### src/rtl/stepper_ramp_controller.sv
// Purpose    : unipolar stepper sequencer with a linear accel/cruise/decel ramp on the step period.
// Latency    : first step cur_div cycles after the accept edge; done pulses on the edge of the final step or of an abort.
// Backpressure: cmd_ready is high only while idle; cmd_valid is ignored during a move.
//
// Ports:
//   in_clk, reset_n                 clock, asynchronous active-low reset
//   cmd_valid/cmd_ready             command handshake (accepted when both high)
//   cmd_steps, cmd_dir              step count, direction (1 = phase index up)
//   cmd_start_div, cmd_run_div      start/stop and cruise step periods in in_clk cycles
//   half_step                       sampled at accept: 1 = half-step, 0 = full-step
//   abort                           stop the move on the next edge
//   coils                           coil drive {A,B,C,D}, held between moves
//   busy, done                      move in progress, one-cycle end-of-move pulse
//   steps_left, cur_div             remaining steps, current step period
module stepper_ramp_controller #(
    parameter int DIV_W       = 16,
    parameter int STEP_W      = 16,
    parameter int ACCEL_DELTA = 20
) (
    input  logic              in_clk,
    input  logic              reset_n,
    input  logic              cmd_valid,
    output logic              cmd_ready,
    input  logic [STEP_W-1:0] cmd_steps,
    input  logic              cmd_dir,
    input  logic [DIV_W-1:0]  cmd_start_div,
    input  logic [DIV_W-1:0]  cmd_run_div,
    input  logic              half_step,
    input  logic              abort,
    output logic [3:0]        coils,
    output logic              busy,
    output logic              done,
    output logic [STEP_W-1:0] steps_left,
    output logic [DIV_W-1:0]  cur_div
);

    typedef enum logic [1:0] {
        ST_IDLE   = 2'd0,
        ST_ACCEL  = 2'd1,
        ST_CRUISE = 2'd2,
        ST_DECEL  = 2'd3
    } state_t;

    localparam logic [DIV_W-1:0]  DELTA   = DIV_W'(ACCEL_DELTA);
    localparam logic [DIV_W-1:0]  ONE_D   = 1;
    localparam logic [STEP_W-1:0] ONE_S   = 1;
    localparam logic [STEP_W:0]   ONE_S_W = 1;

    // Phase index -> coil pattern {A,B,C,D}; odd indices are the two-coil full steps.
    function automatic logic [3:0] phase_pat(input logic [2:0] idx);
        logic [3:0] pat;
        case (idx)
            3'd0:    pat = 4'b1000;
            3'd1:    pat = 4'b1100;
            3'd2:    pat = 4'b0100;
            3'd3:    pat = 4'b0110;
            3'd4:    pat = 4'b0010;
            3'd5:    pat = 4'b0011;
            3'd6:    pat = 4'b0001;
            default: pat = 4'b1001;
        endcase
        return pat;
    endfunction

    state_t            state_q, state_d;
    logic [2:0]        phase_q, phase_d;
    logic [STEP_W-1:0] ramp_q, ramp_d;
    logic [DIV_W-1:0]  cnt_q, cnt_d;
    logic [DIV_W-1:0]  cur_div_q, cur_div_d;
    logic [DIV_W-1:0]  start_div_q, start_div_d;
    logic [DIV_W-1:0]  run_div_q, run_div_d;
    logic [STEP_W-1:0] steps_left_q, steps_left_d;
    logic [3:0]        coils_q, coils_d;
    logic              busy_q, busy_d;
    logic              done_q, done_d;
    logic              dir_q, dir_d;
    logic              half_q, half_d;
    logic              cmd_ready_q, cmd_ready_d;

    // Command sanitising: zero periods become 1, cruise never slower than start.
    logic [DIV_W-1:0]  start_eff, run_nz, run_eff;
    assign start_eff = (cmd_start_div == '0) ? ONE_D : cmd_start_div;
    assign run_nz    = (cmd_run_div == '0) ? ONE_D : cmd_run_div;
    assign run_eff   = (run_nz > start_eff) ? start_eff : run_nz;

    logic              step_fire;
    logic [STEP_W-1:0] steps_new;
    logic [2:0]        phase_inc, phase_nxt;
    logic              accel_near_end, cruise_near_end, accel_room;
    logic [DIV_W-1:0]  decel_div;

    assign step_fire = (cnt_q == cur_div_q - ONE_D);
    assign steps_new = steps_left_q - ONE_S;

    // An even index in full-step mode takes a single half step to land on an odd index.
    assign phase_inc = (half_q || !phase_q[0]) ? 3'd1 : 3'd2;
    assign phase_nxt = dir_q ? (phase_q + phase_inc) : (phase_q - phase_inc);

    // Differences are taken only in the direction that cannot wrap:
    // run_div <= cur_div <= start_div holds throughout a move.
    assign accel_room      = (cur_div_q - run_div_q) > DELTA;
    assign decel_div       = ((start_div_q - cur_div_q) > DELTA) ? (cur_div_q + DELTA) : start_div_q;
    assign accel_near_end  = {1'b0, steps_new} <= ({1'b0, ramp_q} + ONE_S_W);
    assign cruise_near_end = steps_new <= ramp_q;

    always_comb begin
        state_d      = state_q;
        phase_d      = phase_q;
        ramp_d       = ramp_q;
        cnt_d        = cnt_q;
        cur_div_d    = cur_div_q;
        start_div_d  = start_div_q;
        run_div_d    = run_div_q;
        steps_left_d = steps_left_q;
        coils_d      = coils_q;
        busy_d       = busy_q;
        done_d       = 1'b0;
        dir_d        = dir_q;
        half_d       = half_q;

        case (state_q)
            ST_IDLE: begin
                // abort is meaningless while idle, so a simultaneous command still wins.
                if (cmd_valid) begin
                    if (cmd_steps == '0) begin
                        done_d = 1'b1;
                    end else begin
                        dir_d        = cmd_dir;
                        half_d       = half_step;
                        run_div_d    = run_eff;
                        start_div_d  = start_eff;
                        cur_div_d    = start_eff;
                        steps_left_d = cmd_steps;
                        cnt_d        = '0;
                        ramp_d       = '0;
                        busy_d       = 1'b1;
                        state_d      = ST_ACCEL;
                    end
                end
            end
            default: begin
                if (abort) begin
                    // Abort beats a coincident step: nothing moves on this edge.
                    state_d = ST_IDLE;
                    busy_d  = 1'b0;
                    done_d  = 1'b1;
                end else if (step_fire) begin
                    cnt_d        = '0;
                    phase_d      = phase_nxt;
                    coils_d      = phase_pat(phase_nxt);
                    steps_left_d = steps_new;
                    if (steps_new == '0) begin
                        state_d = ST_IDLE;
                        busy_d  = 1'b0;
                        done_d  = 1'b1;
                    end else begin
                        case (state_q)
                            ST_ACCEL: begin
                                if (accel_near_end) begin
                                    // Peak period is repeated once so the triangle is symmetric.
                                    state_d = ST_DECEL;
                                end else begin
                                    ramp_d = ramp_q + ONE_S;
                                    if (accel_room) begin
                                        cur_div_d = cur_div_q - DELTA;
                                    end else begin
                                        cur_div_d = run_div_q;
                                        state_d   = ST_CRUISE;
                                    end
                                end
                            end
                            ST_CRUISE: begin
                                if (cruise_near_end) begin
                                    state_d   = ST_DECEL;
                                    cur_div_d = decel_div;
                                end
                            end
                            default: begin
                                cur_div_d = decel_div;
                            end
                        endcase
                    end
                end else begin
                    cnt_d = cnt_q + ONE_D;
                end
            end
        endcase

        cmd_ready_d = (state_d == ST_IDLE);
    end

    always_ff @(posedge in_clk or negedge reset_n) begin
        if (!reset_n) begin
            state_q      <= ST_IDLE;
            phase_q      <= 3'd1;
            ramp_q       <= '0;
            cnt_q        <= '0;
            cur_div_q    <= '0;
            start_div_q  <= '0;
            run_div_q    <= '0;
            steps_left_q <= '0;
            coils_q      <= 4'b0000;
            busy_q       <= 1'b0;
            done_q       <= 1'b0;
            dir_q        <= 1'b0;
            half_q       <= 1'b0;
            cmd_ready_q  <= 1'b1;
        end else begin
            state_q      <= state_d;
            phase_q      <= phase_d;
            ramp_q       <= ramp_d;
            cnt_q        <= cnt_d;
            cur_div_q    <= cur_div_d;
            start_div_q  <= start_div_d;
            run_div_q    <= run_div_d;
            steps_left_q <= steps_left_d;
            coils_q      <= coils_d;
            busy_q       <= busy_d;
            done_q       <= done_d;
            dir_q        <= dir_d;
            half_q       <= half_d;
            cmd_ready_q  <= cmd_ready_d;
        end
    end

    assign cmd_ready  = cmd_ready_q;
    assign coils      = coils_q;
    assign busy       = busy_q;
    assign done       = done_q;
    assign steps_left = steps_left_q;
    assign cur_div    = cur_div_q;

endmodule

### config.mk
export PLATFORM = sky130hd
export DESIGN_NAME = stepper_ramp_controller
export DESIGN_NICKNAME = d
export VERILOG_FILES = /design/src/rtl/stepper_ramp_controller.sv
export SDC_FILE = /design/constraint.sdc
export NUM_CORES = 1
export LEC_CHECK = 0
export CORE_ASPECT_RATIO = 0.75
export CORE_MARGIN = 1
export CORE_UTILIZATION = 54
export DETAILED_ROUTE_END_ITERATION = 6
export PLACE_DENSITY = 0.82
export SYNTH_ARGS = -nofsm -noshare
export SYNTH_HDL_FRONTEND = slang
export SYNTH_SLANG_ARGS = --single-unit
### constraint.sdc
create_clock -name in_clk -period 4.3 [get_ports in_clk]
set_clock_uncertainty 0.15 [all_clocks]
set_input_delay 0.43 -clock in_clk [delete_from_list [all_inputs] [get_ports in_clk]]
set_output_delay 0.43 -clock in_clk [all_outputs]
set_load 0.01 [all_outputs]
After elaboration in Yosys (flattened, before gate mapping). Index checks and enable logic that the tools add are counted.

Bits in registers: 110. Latch bits: 0. Memory bits (writable): 0. ROM bits: 0. Input bits: 54. Output and inout port bits: 39. Logic and storage cells: 124. Memories: 0.

$add $sub $neg: 11. Multiply operators: 0. Divide/modulo/power cells: 0. Magnitude comparators: 5. Equal/unequal tests: 16. Shift-type cells: 0. Multiplexer cells: 55. Bitwise gates (word level): 3. Reductions and logical operators: 20.

Operators with widths (number): two-way mux 16 bit (29); zero test 16 bit (4); adder 16 x 1 -> 16 bit (second input constant) (2); > comparator 16 x 5 -> 1 bit (second input constant) (2); one-hot mux 16 bit (2 select lines) (1); subtractor 16 x 1 -> 16 bit (second input constant) (2); subtractor 16 bit (2); one-hot mux 4 bit (7 select lines) (1); two-way mux 2 bit (10); adder 16 x 1 -> 17 bit (second input constant) (1); less-or-equal comparator 16 x 17 -> 1 bit (1); adder 16 x 5 -> 16 bit (second input constant) (1); equality test 16 bit (1); > comparator 16 bit (1); less-or-equal comparator 16 bit (1); subtractor 16 x 5 -> 16 bit (second input constant) (1); AND reduction 7 bit (2); two-way mux 1 bit (12); equality test 3 bit (second input constant) (3); AND reduction 3 bit (3); AND reduction 4 bit (2); equality test 3 x 2 -> 1 bit (second input constant) (2); != test 2 x 1 -> 1 bit (second input constant) (3); != test 3 bit (second input constant) (2); 15 further kinds (21).

Logic depth before layout (Yosys ltp).
Depth after elaboration: 10. Mapped depth: 19. Depth with buffers taken out: 17.

Worst setup path after synthesis. No wires, ideal clock.

Path kind: flip-flop to flip-flop. Start: reg steps_left_q[2], in the netlist steps_left[2]. End: reg cur_div_q[0], in the netlist cur_div[0]. Library setup time: 0.125 ns. Arrival: 4.213 ns. Required time: 4.025 ns. Path slack: -0.188 ns. Cell stages (with the launch flop): 17. Path buffers: 1. Period minus slack after synthesis: 4.488 ns. Path through: dfrtp_1 > clkbuf_1 > nor4_2 > nand3_1 > nor4_1 > nor3b_1 > xor2_1 > ha_1 > nand4_1 > or2_2 > nor3_1 > a31oi_1 > nand2_1 > nand2_1 > o31ai_4 > a21bo_2 > mux2_4.

Longest elaborated chain between the ends: 4. Elaborated cells between the ends (all ways): 8. Classes of those cells: 1 x add/sub; 2 x order compare; 3 x eq/ne; 2 x reduce/logical.

RTL lines: start, declared (line 72) `logic [STEP_W-1:0] steps_left_q, steps_left_d;`; start signal, assigned (line 216) `steps_left_q <= steps_left_d;`; subtractor 16 x 1 -> 16 bit * (line 93) `assign steps_new = steps_left_q - ONE_S;`; less-or-equal comparator 16 x 17 -> 1 bit, or another cell as far along (line 103) `assign accel_near_end = {1'b0, steps_new} <= ({1'b0, ramp_q} + ONE_S_W);`; != test 3 bit (no source line) or != test 2 x 1 -> 1 bit (tied branches); AND reduction 7 bit (no source line) *; end signal, assigned (line 213) `cur_div_q <= cur_div_d;`; end, declared (line 69) `logic [DIV_W-1:0] cur_div_q, cur_div_d;`.

Mark *: on every way between the ends. The rest lies on a longest branch, timed or not. A chain may end at the register's enable or synchronous reset.

Final worst setup path.
Start: reg steps_left_q[1], in the netlist steps_left[1]. End: reg cur_div_q[14], in the netlist cur_div[14].

Same word-level chain as after synthesis.

==> flow_metrics.py <==
metrics = {
    "global_route": {
        "antenna_found_initial": 0,
        "busiest_layer": "met1",
        "grt_max_degree": 74,
        "met3_usage": 0.0837,
        "use_met1": 0.496,
        "grt.total_usage": 0.324,
        "overflow": 0,
        "grt_pass1_vias": 9091,
        "grt_use_met2": 0.438,
        "grt_pass1_wl_mm": 49.2,
    },
    "timing": {
        "final_max_slew_viol_count": 0,
        "finalWorstSetupSlack_ns": 0.145,
        "min_period_over_period": 0.966,
        "setup_viol": 0,
        "finalHoldViolCount": 0,
        "slew_headroom": 0.377,
        "timing.final.crit_period_ns": 4.15,
        "worstMarginPinSlew_ns": 0.933,
        "fmax_ghz": 0.241,
        "tns_ns": 0,
    },
    "cts": {
        "insertion_delay_ns": 0.37,
        "postCtsSetupRepairBufs": 0,
        "htree_levels": 3,
        "clock-sinks": 110,
        "cts.path.max_buffers": 2,
        "clk_pin_slew_ns": 0.08,
        "numCtsBuffers": 9,
        "cts_tree": "yes",
        "cts_root_buf": "clkbuf_16",
    },
    "job": {
        "max_cap_violations": 0,
    },
    "place": {
        "port_buffers": 92,
        "place.gp.congestion": 1.02,
        "dp_cells": 1608,
        "placed_cell_area_um2": 11700,
        "place_ws_ns": 0.0843,
        "hpwl_mm": 24.7,
    },
    "worst_setup_path": {
        "crit_path_start": "steps_left[1]",
        "criticalPathCategory": "flip-flop to flip-flop",
        "path_buf_inv": 2,
        "path_delay_family": "compound AO/OA/AOI/OAI gates",
        "crit_path_max_fanout": 24,
        "crit_arrival_ns": 4.26,
        "reg2regPathDepth": 17,
        "path_cells": "inv_1 -> ha_1 -> nor2b_1 -> and3_1 -> xor2_1 -> ha_1 -> a211oi_1 -> nand2_1 -> a2111oi_1 -> o21bai_1 -> o211ai_1 -> a21oi_2 -> nor2_2 -> o31ai_4 -> buf_8 -> and2_1 -> a21o_1",
        "worstPathRequired_ns": 4.41,
        "worst_path_most_repeated_cell": "ha_1",
        "start_kind": "flip-flop",
        "cp_slowest_cell": "dfrtp_1",
        "r2r_end": "cur_div[14]",
        "critPathMaxStageDelay_ns": 0.42,
        "rrSetupSlack_ns": 0.15,
        "reg2reg_from": "steps_left[1]",
        "cp-end-kind": "flip-flop",
    },
    "drt": {
        "drc": 0,
        "wl_mm": 31.2,
        "wire_per_inst_um": 19.2,
        "vias_per_cell": 6.26,
        "ant_nets": 0,
        "dr.pass1.iters": 6,
        "drt_iter0_drc": 1244,
        "vias": 10200,
    },
    "worst_hold_path": {
        "hp-start": "coils[0]",
        "hold_class": "flip-flop to flip-flop",
        "hold_end": "coils[0]",
        "hold-path-cell-count": 1,
    },
    "synth": {
        "synth.net_count": 1426,
        "yosysTopAreaCellShare": 0.263,
        "synthArstFlopShare": 1.00,
        "synthAdderAreaFrac": 0.120,
        "synth_cell_types": 74,
        "synth_edf_count": 0,
        "muxShareOfSynthArea": 0.0604,
        "synth-main-ff-cell": "dfrtp_1",
        "synth_compound_area_frac": 0.197,
        "avgSynthCellArea_um2": 8.04,
        "ys_warn_count": 0,
        "ys_ff_latch": 110,
        "ys_seq_area_frac": 0.269,
        "synth-simple-area-share": 0.204,
        "synth_top_family_by_area": "simple AND/OR/NAND/NOR gates",
        "synthTopCellsByArea": "dfrtp_1 (26%), ha_1 (11%), xnor2_1 (6.1%)",
        "netlist_instances": 1276,
        "yosysTopAreaCell": "dfrtp_1",
        "synthXorXnorAreaFrac": 0.0850,
        "synthTopCellsByCount": "nand2_1 (132), o21ai_0 (123), dfrtp_1 (108)",
        "synth_most_common_cell": "nand2_1",
        "synth_area_um2": 10300,
    },
    "floorplan": {
        "core_area_um2": 18600,
        "rows": 43,
        "io_pins": 93,
        "start_util": 0.553,
        "die_x_um": 161,
        "die_area_um2": 19600,
        "die_y_um": 121,
    },
    "power": {
        "leakagePower_nw": 5.32,
        "power_density_nw_per_um2": 793,
        "peakVddDrop_uv": 472,
    },
    "finish": {
        "fin_cells": 1625,
        "drive_gt1_frac": 0.0922,
        "fill_cells": 1542,
        "antennaDiodeCount": 0,
        "syn2layout_area_growth_pct": 17.9,
        "fin_area_um2": 12100,
        "final_nets": 1523,
    },
    "status": {
        "status": "completed",
    },
}
-- final cells by class --
class	count	area, um^2	share of cell area
multi-input cells	994	6930	0.573
flip-flops and latches	110	2760	0.228
repair buffers	157	1420	0.117
inverters	101	379	0.0314
well taps	247	309	0.0256
clock buffers	10	239	0.0198
clock inverters	6	62.6	0.00517
-- logic make-up (layout without fill, tap and decap cells) --
logic type / after synthesis / after routing
flip-flops: 110 / 110
AND/OR/NAND/NOR: 418 / 418
buffers and inverters: 172 / 274
multiplexers: 60 / 60
AO/OA/AOI/OAI: 321 / 321
adder cells (fa/ha/maj): 97 / 97
XOR/XNOR: 98 / 98
-- stage by stage --
stage | utilization | total power, W | hold slack, ns
3_3_place_gp | 0.631 | 0.00827 | 0.199
2_1_floorplan | - | 0.00635 | -0.0156
6_report | 0.651 | 0.00959 | 0.327
5_1_grt | 0.651 | 0.0103 | 0.352
3_5_place_dp | 0.631 | 0.00844 | 0.200
4_1_cts | 0.648 | 0.00935 | 0.335
-- layer usage --
layer / up-vias / part of all wire
li1: 4753 / -
met1: 4760 / 0.47
met2: 602 / 0.39
met3: 63 / 0.12
met4: 0 / 0.021
met5: - / 0
-- repair_timing --
action,4_1_cts,5_1_grt
endpoints found under the hold margin,22,0
gates resized for setup,0,14
hold buffers,1,0
setup endpoints to repair,0,32
-- worst max path at each step --
| stage | to | slack [ns] | cells past startpoint |
|---|---|---|---|
| 3_3_place_gp | cur_div[14] | 0.23 | 15 |
| 4_1_cts | cur_div[14] | 0.03 | 15 |
| 5_1_grt | cmd_ready | -0.04 | 13 |
| 6_report | cur_div[14] | 0.15 | 17 |
| 3_5_place_dp | cur_div[14] | 0.08 | 15 |
| 2_1_floorplan | cur_div[0] | 0.02 | 16 |
-- flip-flops by register name, indices dropped and copies added, names as in the netlist, 2 cells and up --
| register | count |
|---|---|
| cnt_q | 16 |
| cur_div | 16 |
| ramp_q | 16 |
| run_div_q | 16 |
| start_div_q | 16 |
| steps_left | 16 |
| coils | 4 |
| phase_q | 3 |
| state_q | 2 |
-- power breakdown --
| part | leakage, nW | internal [W] | switching, W |
|---|---|---|---|
| clock network | 0.148 | 0.000425 | 0.000430 |
| logic | 3.77 | 0.00291 | 0.00396 |
| registers | 1.41 | 0.00137 | 0.000491 |
| total | 5.32 | 0.00471 | 0.00489 |
-- placed cells by master (no fill, tap or decap), types with 4 or more instances in the layout --
cell	n
nor3_1	28
mux2_2	7
nor3b_1	4
nand4_1	24
o31ai_1	7
a211o_1	5
nand2b_1	12
clkdlybuf4s50_1	91
xnor2_1	70
a21oi_1	55
mux2i_1	51
inv_1	100
a21o_1	19
ha_1	93
xor2_1	26
clkbuf_16	9
nor4_1	23
nand2_1	131
nor2_1	77
o221ai_1	4
nor2b_1	14
o211ai_1	9
a2111oi_0	4
and2_1	6
o2111ai_1	7
o22a_1	8
and3_1	13
a211oi_1	8
o21bai_1	6
o22ai_1	20
dfrtp_1	106
nor4_4	4
or2_2	8
o21a_1	7
o21ai_0	123
buf_4	64
or3_1	10
nand3_1	46
(Power assumes the default switching activity.)
